## config.mk

```make
export PLATFORM = sky130hd
export DESIGN_NAME = xout_frame_accum_flat
export DESIGN_NICKNAME = d
export VERILOG_FILES = /design/src/rtl/xout_frame_accum_if.sv /design/src/rtl/xout_frame_accum.sv /design/src/flat_wrapper.sv
export SDC_FILE = /design/constraint.sdc
export NUM_CORES = 1
export LEC_CHECK = 0
export ABC_AREA = 0
export BUFFER_PORTS_ARGS = -buffer_cell sky130_fd_sc_hd__buf_2
export CORE_MARGIN = 2
export CORE_UTILIZATION = 55
export CTS_CLUSTER_DIAMETER = 60
export DETAILED_ROUTE_END_ITERATION = 10
export PLACE_DENSITY = 0.76
export SYNTH_ARGS = -nofsm -noshare
export SYNTH_HDL_FRONTEND = slang
export SYNTH_SLANG_ARGS = --single-unit
```

## constraint.sdc

```tcl
create_clock -name CLK -period 2.75 [get_ports CLK]
set_clock_uncertainty 0.1 [all_clocks]
set_input_delay 0.55 -clock CLK [delete_from_list [all_inputs] [get_ports CLK]]
set_output_delay 0.55 -clock CLK [all_outputs]
set_load 0.005 [all_outputs]
```

## src/rtl/xout_frame_accum_if.sv

```systemverilog
// xout_frame_accum_if: sample-in / frame-result-out handshake bundle
interface xout_frame_accum_if #(parameter int ACC_W = 16);
  logic [7:0]       XIN;
  logic             XIN_VALID;
  logic             XIN_READY;
  logic [ACC_W-1:0] SUM;
  logic [7:0]       MAXV;
  logic             OUT_VALID;
  logic             OUT_READY;
  modport master (output XIN, XIN_VALID, OUT_READY, input XIN_READY, SUM, MAXV, OUT_VALID);
  modport slave  (input XIN, XIN_VALID, OUT_READY, output XIN_READY, SUM, MAXV, OUT_VALID);
endinterface

```

## src/rtl/xout_frame_accum.sv

```systemverilog
// xout_frame_accum: sums and maxes FRAME_LEN accepted samples, holds the result until consumed
module xout_frame_accum #(
  parameter int FRAME_LEN = 4,
  parameter int ACC_W     = 16
) (
  input logic CLK,
  input logic RST,
  xout_frame_accum_if.slave bus
);
  localparam int CW = $clog2(FRAME_LEN + 1);
  typedef enum logic {ACCUM, HOLD} state_t;
  state_t           state_q, state_d;
  logic [CW-1:0]    cnt_q, cnt_d;
  logic [ACC_W-1:0] acc_q, acc_d, sum_q, sum_d, acc_next;
  logic [7:0]       mx_q, mx_d, maxv_q, maxv_d, mx_next;
  logic             ov_q, ov_d, accept, last, consume;
  always_comb begin
    accept   = state_q == ACCUM && bus.XIN_VALID;
    last     = accept && cnt_q == CW'(FRAME_LEN - 1);
    consume  = state_q == HOLD && bus.OUT_READY;
    acc_next = acc_q + ACC_W'(bus.XIN);
    mx_next  = bus.XIN > mx_q ? bus.XIN : mx_q;
    state_d  = last ? HOLD : consume ? ACCUM : state_q;
    cnt_d    = last ? '0 : accept ? cnt_q + CW'(1) : cnt_q;
    acc_d    = last ? '0 : accept ? acc_next : acc_q;
    mx_d     = last ? '0 : accept ? mx_next : mx_q;
    sum_d    = last ? acc_next : sum_q;
    maxv_d   = last ? mx_next : maxv_q;
    ov_d     = last ? 1'b1 : consume ? 1'b0 : ov_q;
  end
  always_ff @(posedge CLK) begin
    if (RST) begin
      state_q <= ACCUM;
      cnt_q   <= '0;
      acc_q   <= '0;
      mx_q    <= '0;
      sum_q   <= '0;
      maxv_q  <= '0;
      ov_q    <= 1'b0;
    end else begin
      state_q <= state_d;
      cnt_q   <= cnt_d;
      acc_q   <= acc_d;
      mx_q    <= mx_d;
      sum_q   <= sum_d;
      maxv_q  <= maxv_d;
      ov_q    <= ov_d;
    end
  end
  assign bus.XIN_READY = state_q == ACCUM;
  assign bus.SUM       = sum_q;
  assign bus.MAXV      = maxv_q;
  assign bus.OUT_VALID = ov_q;
endmodule

```

## src/flat_wrapper.sv

```systemverilog
// flat-port wrapper written by rule: the top's interface ports become plain ports
module xout_frame_accum_flat 
#(
  parameter int FRAME_LEN = 4,
  parameter int ACC_W     = 16
)
  (CLK, RST, bus_XIN, bus_XIN_VALID, bus_OUT_READY, bus_XIN_READY, bus_SUM, bus_MAXV, bus_OUT_VALID);
  xout_frame_accum_if #(.ACC_W(ACC_W)) bus_i ();
  input logic CLK;
  input logic RST;
  input wire logic [$bits(bus_i.XIN)-1:0] bus_XIN;
  input wire logic [$bits(bus_i.XIN_VALID)-1:0] bus_XIN_VALID;
  input wire logic [$bits(bus_i.OUT_READY)-1:0] bus_OUT_READY;
  output wire logic [$bits(bus_i.XIN_READY)-1:0] bus_XIN_READY;
  output wire logic [$bits(bus_i.SUM)-1:0] bus_SUM;
  output wire logic [$bits(bus_i.MAXV)-1:0] bus_MAXV;
  output wire logic [$bits(bus_i.OUT_VALID)-1:0] bus_OUT_VALID;
  assign bus_i.XIN = bus_XIN;
  assign bus_i.XIN_VALID = bus_XIN_VALID;
  assign bus_i.OUT_READY = bus_OUT_READY;
  assign bus_XIN_READY = bus_i.XIN_READY;
  assign bus_SUM = bus_i.SUM;
  assign bus_MAXV = bus_i.MAXV;
  assign bus_OUT_VALID = bus_i.OUT_VALID;
  xout_frame_accum #(.FRAME_LEN(FRAME_LEN), .ACC_W(ACC_W)) u_core (.CLK(CLK), .RST(RST), .bus(bus_i));
endmodule
```

==> impl_table.tex <==
\begin{tabular}{lr}
\hline
Metric & Value \\
\hline
\multicolumn{2}{l}{\textbf{Critical path}} \\
Critical Path AT & 2460 ps \\
Maximum net fanout on the critical path & 8 \\
Endpoint kind of the worst setup timing path & flip-flop \\
Depth of the worst register-to-register path & 6 \\
Worst endpoint required time & 2900 ps \\
WS Path Type & in2reg \\
Kind of start point of the critical path & input port \\
\multicolumn{2}{l}{\textbf{Cells and area}} \\
\# nets final & 429 \\
Area overhead of the layout relative to synthesis & 10.5\% \\
Commonest cells after routing, fill and taps aside & sky130\_fd\_sc\_hd\_\_dfxtp\_1 (52), sky130\_fd\_sc\_hd\_\_nand2\_1 (39), sky130\_fd\_sc\_hd\_\_buf\_2 (37) \\
Fraction of layout cells with a size suffix above 1 & 16.8\% \\
Final std cell area, no fill & 0.00335 mm² \\
Number of filler cells placed in the layout & 488 \\
Layout Cells excl Fill & 471 \\
Diodes inserted & 0 \\
Commonest non-fill, non-tap cell in the layout & sky130\_fd\_sc\_hd\_\_dfxtp\_1 \\
\multicolumn{2}{l}{\textbf{Drt}} \\
Via density & 6.18 \\
Drt initial violations & 279 \\
Detailed Route WL & 7480 µm \\
Final routed wire length divided by cell count & 15.9 µm \\
Vias post-DR & 2909 \\
Initial DRT Pass Iterations & 5 \\
Remaining routing DRC violations & 0 \\
ANT nets after route & 0 \\
\multicolumn{2}{l}{\textbf{Die}} \\
Cell Rows & 27 \\
Initial core utilization & 56.1\% \\
Chip width & 78.3 µm \\
Area of the core region & 0.00541 mm² \\
Number of top-level design ports & 38 \\
Die Span Y & 78.3 µm \\
DIE AREA & 0.00613 mm² \\
\multicolumn{2}{l}{\textbf{STA}} \\
Fmax & 0.432 GHz \\
Final worst path period share & 84.1\% \\
Final Max Slew Viols & 0 \\
Final count of negative-setup-slack endpoints & 0 \\
Max\_slew headroom & 38.4\% \\
Min setup slack post-route & 436 ps \\
RSZ-0062 raised after global routing & false \\
Actual transition at the worst max-transition pin & 920 ps \\
Final worst path period need & 2310 ps \\
Number of hold-slack violations in the final timing report & 0 \\
Setup tns final & 0 ps \\
\multicolumn{2}{l}{\textbf{Placed design}} \\
Final estimated routing congestion in global placement & 0.839 \\
Worst setup slack after placement & 167 ps \\
Number of placed cells counting well taps & 463 \\
Placed Instance Area & 0.00326 mm² \\
Final HPWL DP & 5260 µm \\
IO buf count & 37 \\
\multicolumn{2}{l}{\textbf{Synth}} \\
EDFF count, synth & 0 \\
FFs w/ async S/R, synth & 0\% \\
Net count after synthesis & 400 \\
Xor-xnor portion of the synthesized cell area & 1.44\% \\
Yosys warnings & 0 \\
Synthesized-area fraction occupied by adder cells & 8.08\% \\
Sequential fraction of the synthesis area & 34.3\% \\
Synthesized area divided by synthesized cell count & 8.22 µm² \\
Flip-flop cell with the highest count after synthesis & sky130\_fd\_sc\_hd\_\_dfxtp\_1 \\
Unique cell type count in the Yosys netlist & 57 \\
Combinational family with the most area after synthesis & compound AO/OA/AOI/OAI gates \\
Post-Synth Simple-Gate Area & 22.5\% \\
Share of cell area taken by muxes after synthesis & 1.98\% \\
Post-synthesis cell area & 0.00303 mm² \\
Complex-gate fraction of the synthesized area & 24.8\% \\
Synthesized netlist cell count & 369 \\
Flip-flop and latch count after synthesis & 52 \\
\multicolumn{2}{l}{\textbf{CTS}} \\
Clock tree from TritonCTS & built \\
Post-CTS Setup Inserts & 0 \\
H-tree levels & 2 \\
CTS Root Cell & sky130\_fd\_sc\_hd\_\_clkbuf\_8 \\
Clock latency reported for the late side of the worst-skew pair & 310 ps \\
Post-cts gate resize count & 0 \\
Number of buffers inserted during clock tree synthesis & 5 \\
Post-CTS clock slew at the launch and capture registers of the worst setup and hold paths & 90 ps \\
Number of buffers on the longest clock path & 2 \\
Number of hold-repair buffers added at the cts stage & 0 \\
Number of clock sinks seen by CTS & 52 \\
\multicolumn{2}{l}{\textbf{GRT}} \\
All-Layer GR Usage & 25.9\% \\
Remaining global-route overflow & 0 \\
Pin count of the biggest net entering global routing & 26 \\
Vias in the first global route & 2688 \\
Number of antenna violations at the first check in global routing & 0 \\
Wire length of the first global-routing pass & 12700 µm \\
\multicolumn{2}{l}{\textbf{Min path}} \\
Path class of the lowest-slack min-delay path & reg2reg \\
Hold depth & 2 \\
\multicolumn{2}{l}{\textbf{Power}} \\
Overall Power & 1.69 mW \\
Largest vdd supply drop & 0.000313 V \\
Pwr dens & 503 mW/mm² \\
Leak & 1.36 nW \\
\multicolumn{2}{l}{\textbf{Run status}} \\
Status & finished clean \\
\multicolumn{2}{l}{\textbf{Flow run}} \\
Maxcap violations & 0 \\
\hline
\end{tabular}
==> synthesized netlist by cell type (5+ instances only) <==
master	count	share of area, %
sky130_fd_sc_hd__nor2_1	22	2.7
sky130_fd_sc_hd__nand3_1	17	2.8
sky130_fd_sc_hd__ha_1	18	7.4
sky130_fd_sc_hd__a311oi_1	8	2.3
sky130_fd_sc_hd__clkbuf_1	15	1.9
sky130_fd_sc_hd__a21o_1	7	1.7
sky130_fd_sc_hd__or3_1	8	1.6
sky130_fd_sc_hd__a211oi_1	10	2.5
sky130_fd_sc_hd__nand4_1	15	3.1
sky130_fd_sc_hd__o211ai_1	5	1.2
sky130_fd_sc_hd__o31ai_1	11	2.7
sky130_fd_sc_hd__inv_1	13	1.6
sky130_fd_sc_hd__dfxtp_1	52	34
sky130_fd_sc_hd__a21oi_1	36	5.9
sky130_fd_sc_hd__o21ai_0	16	2.6
sky130_fd_sc_hd__mux2i_1	6	2.0
sky130_fd_sc_hd__buf_2	9	1.5
sky130_fd_sc_hd__nand2_1	39	4.8
==> per-stage QoR <==
stage	hold slack [ps]	utilization (%)
2_1_floorplan	340	-
3_3_place_gp	337	60.4
3_5_place_dp	345	60.4
4_1_cts	357	62.0
5_1_grt	395	62.0
6_report	354	62.0
==> logic make-up after synthesis <==
group / count (synthesis)
compound gates: 113
xor+xnor: 5
fa+ha+maj: 19
buf+inv: 43
flops: 52
mux: 6
simple gates: 131
==> power by group <==
group	total (mW)	switching [mW]	internal [mW]
clock	0.457	0.251	0.206
combinational	0.418	0.256	0.161
sequential	0.812	0.0257	0.787
total	1.69	0.533	1.15
==> flip-flops by register name, summed over array words and instances (netlist names) <==
signal	flops
u_core.state_q	1
u_core.mx_q	8
u_core.bus.MAXV	8
u_core.bus.SUM	16
u_core.cnt_q	3
u_core.acc_q	16
==> worst max-delay path, cell delays in order <==
cell and delay [ps]:
sky130_fd_sc_hd__buf_2 130, sky130_fd_sc_hd__ha_1 230, sky130_fd_sc_hd__fa_1 420, sky130_fd_sc_hd__a21oi_1 260, sky130_fd_sc_hd__o211ai_1 140, sky130_fd_sc_hd__a21oi_1 440, sky130_fd_sc_hd__o21ai_0 150, sky130_fd_sc_hd__a21oi_1 150
==> path summary, 6_finish.rpt <==
kind | startpoint | to | slack (ps)
max reg2reg | u_core.cnt_q[0]$_SDFFE_PP0P_ | u_core.acc_q[6]$_SDFFE_PP0P_ | 480
max | bus_XIN[0] | u_core.acc_q[8]$_SDFFE_PP0P_ | 440
min | u_core.bus.SUM[5]$_SDFFE_PP0P_ | u_core.bus.SUM[5]$_SDFFE_PP0P_ | 350
min reg2reg | u_core.bus.SUM[5]$_SDFFE_PP0P_ | u_core.bus.SUM[5]$_SDFFE_PP0P_ | 350
==> area by class of cell <==
type	count	area, µm²	area share [%]
repair buffers	52	298	8.88
flip-flops and latches	52	1040	31.0
well taps	72	90.1	2.69
clock buffers	8	90.1	2.69
inverters	13	48.8	1.46
multi-input cells	274	1790	53.2
==> per-layer routing <==
metal | wire length [µm] | vias to the layer above | track usage (%)
li1 | - | 1418 | -
met1 | 3310 | 1374 | 33.5
met2 | 3590 | 110 | 44.4
met3 | 478 | 7 | 4.25
met4 | 105 | 0 | 8.25
met5 | 0 | - | 0
Note: power is estimated with default switching activity, not from simulation.
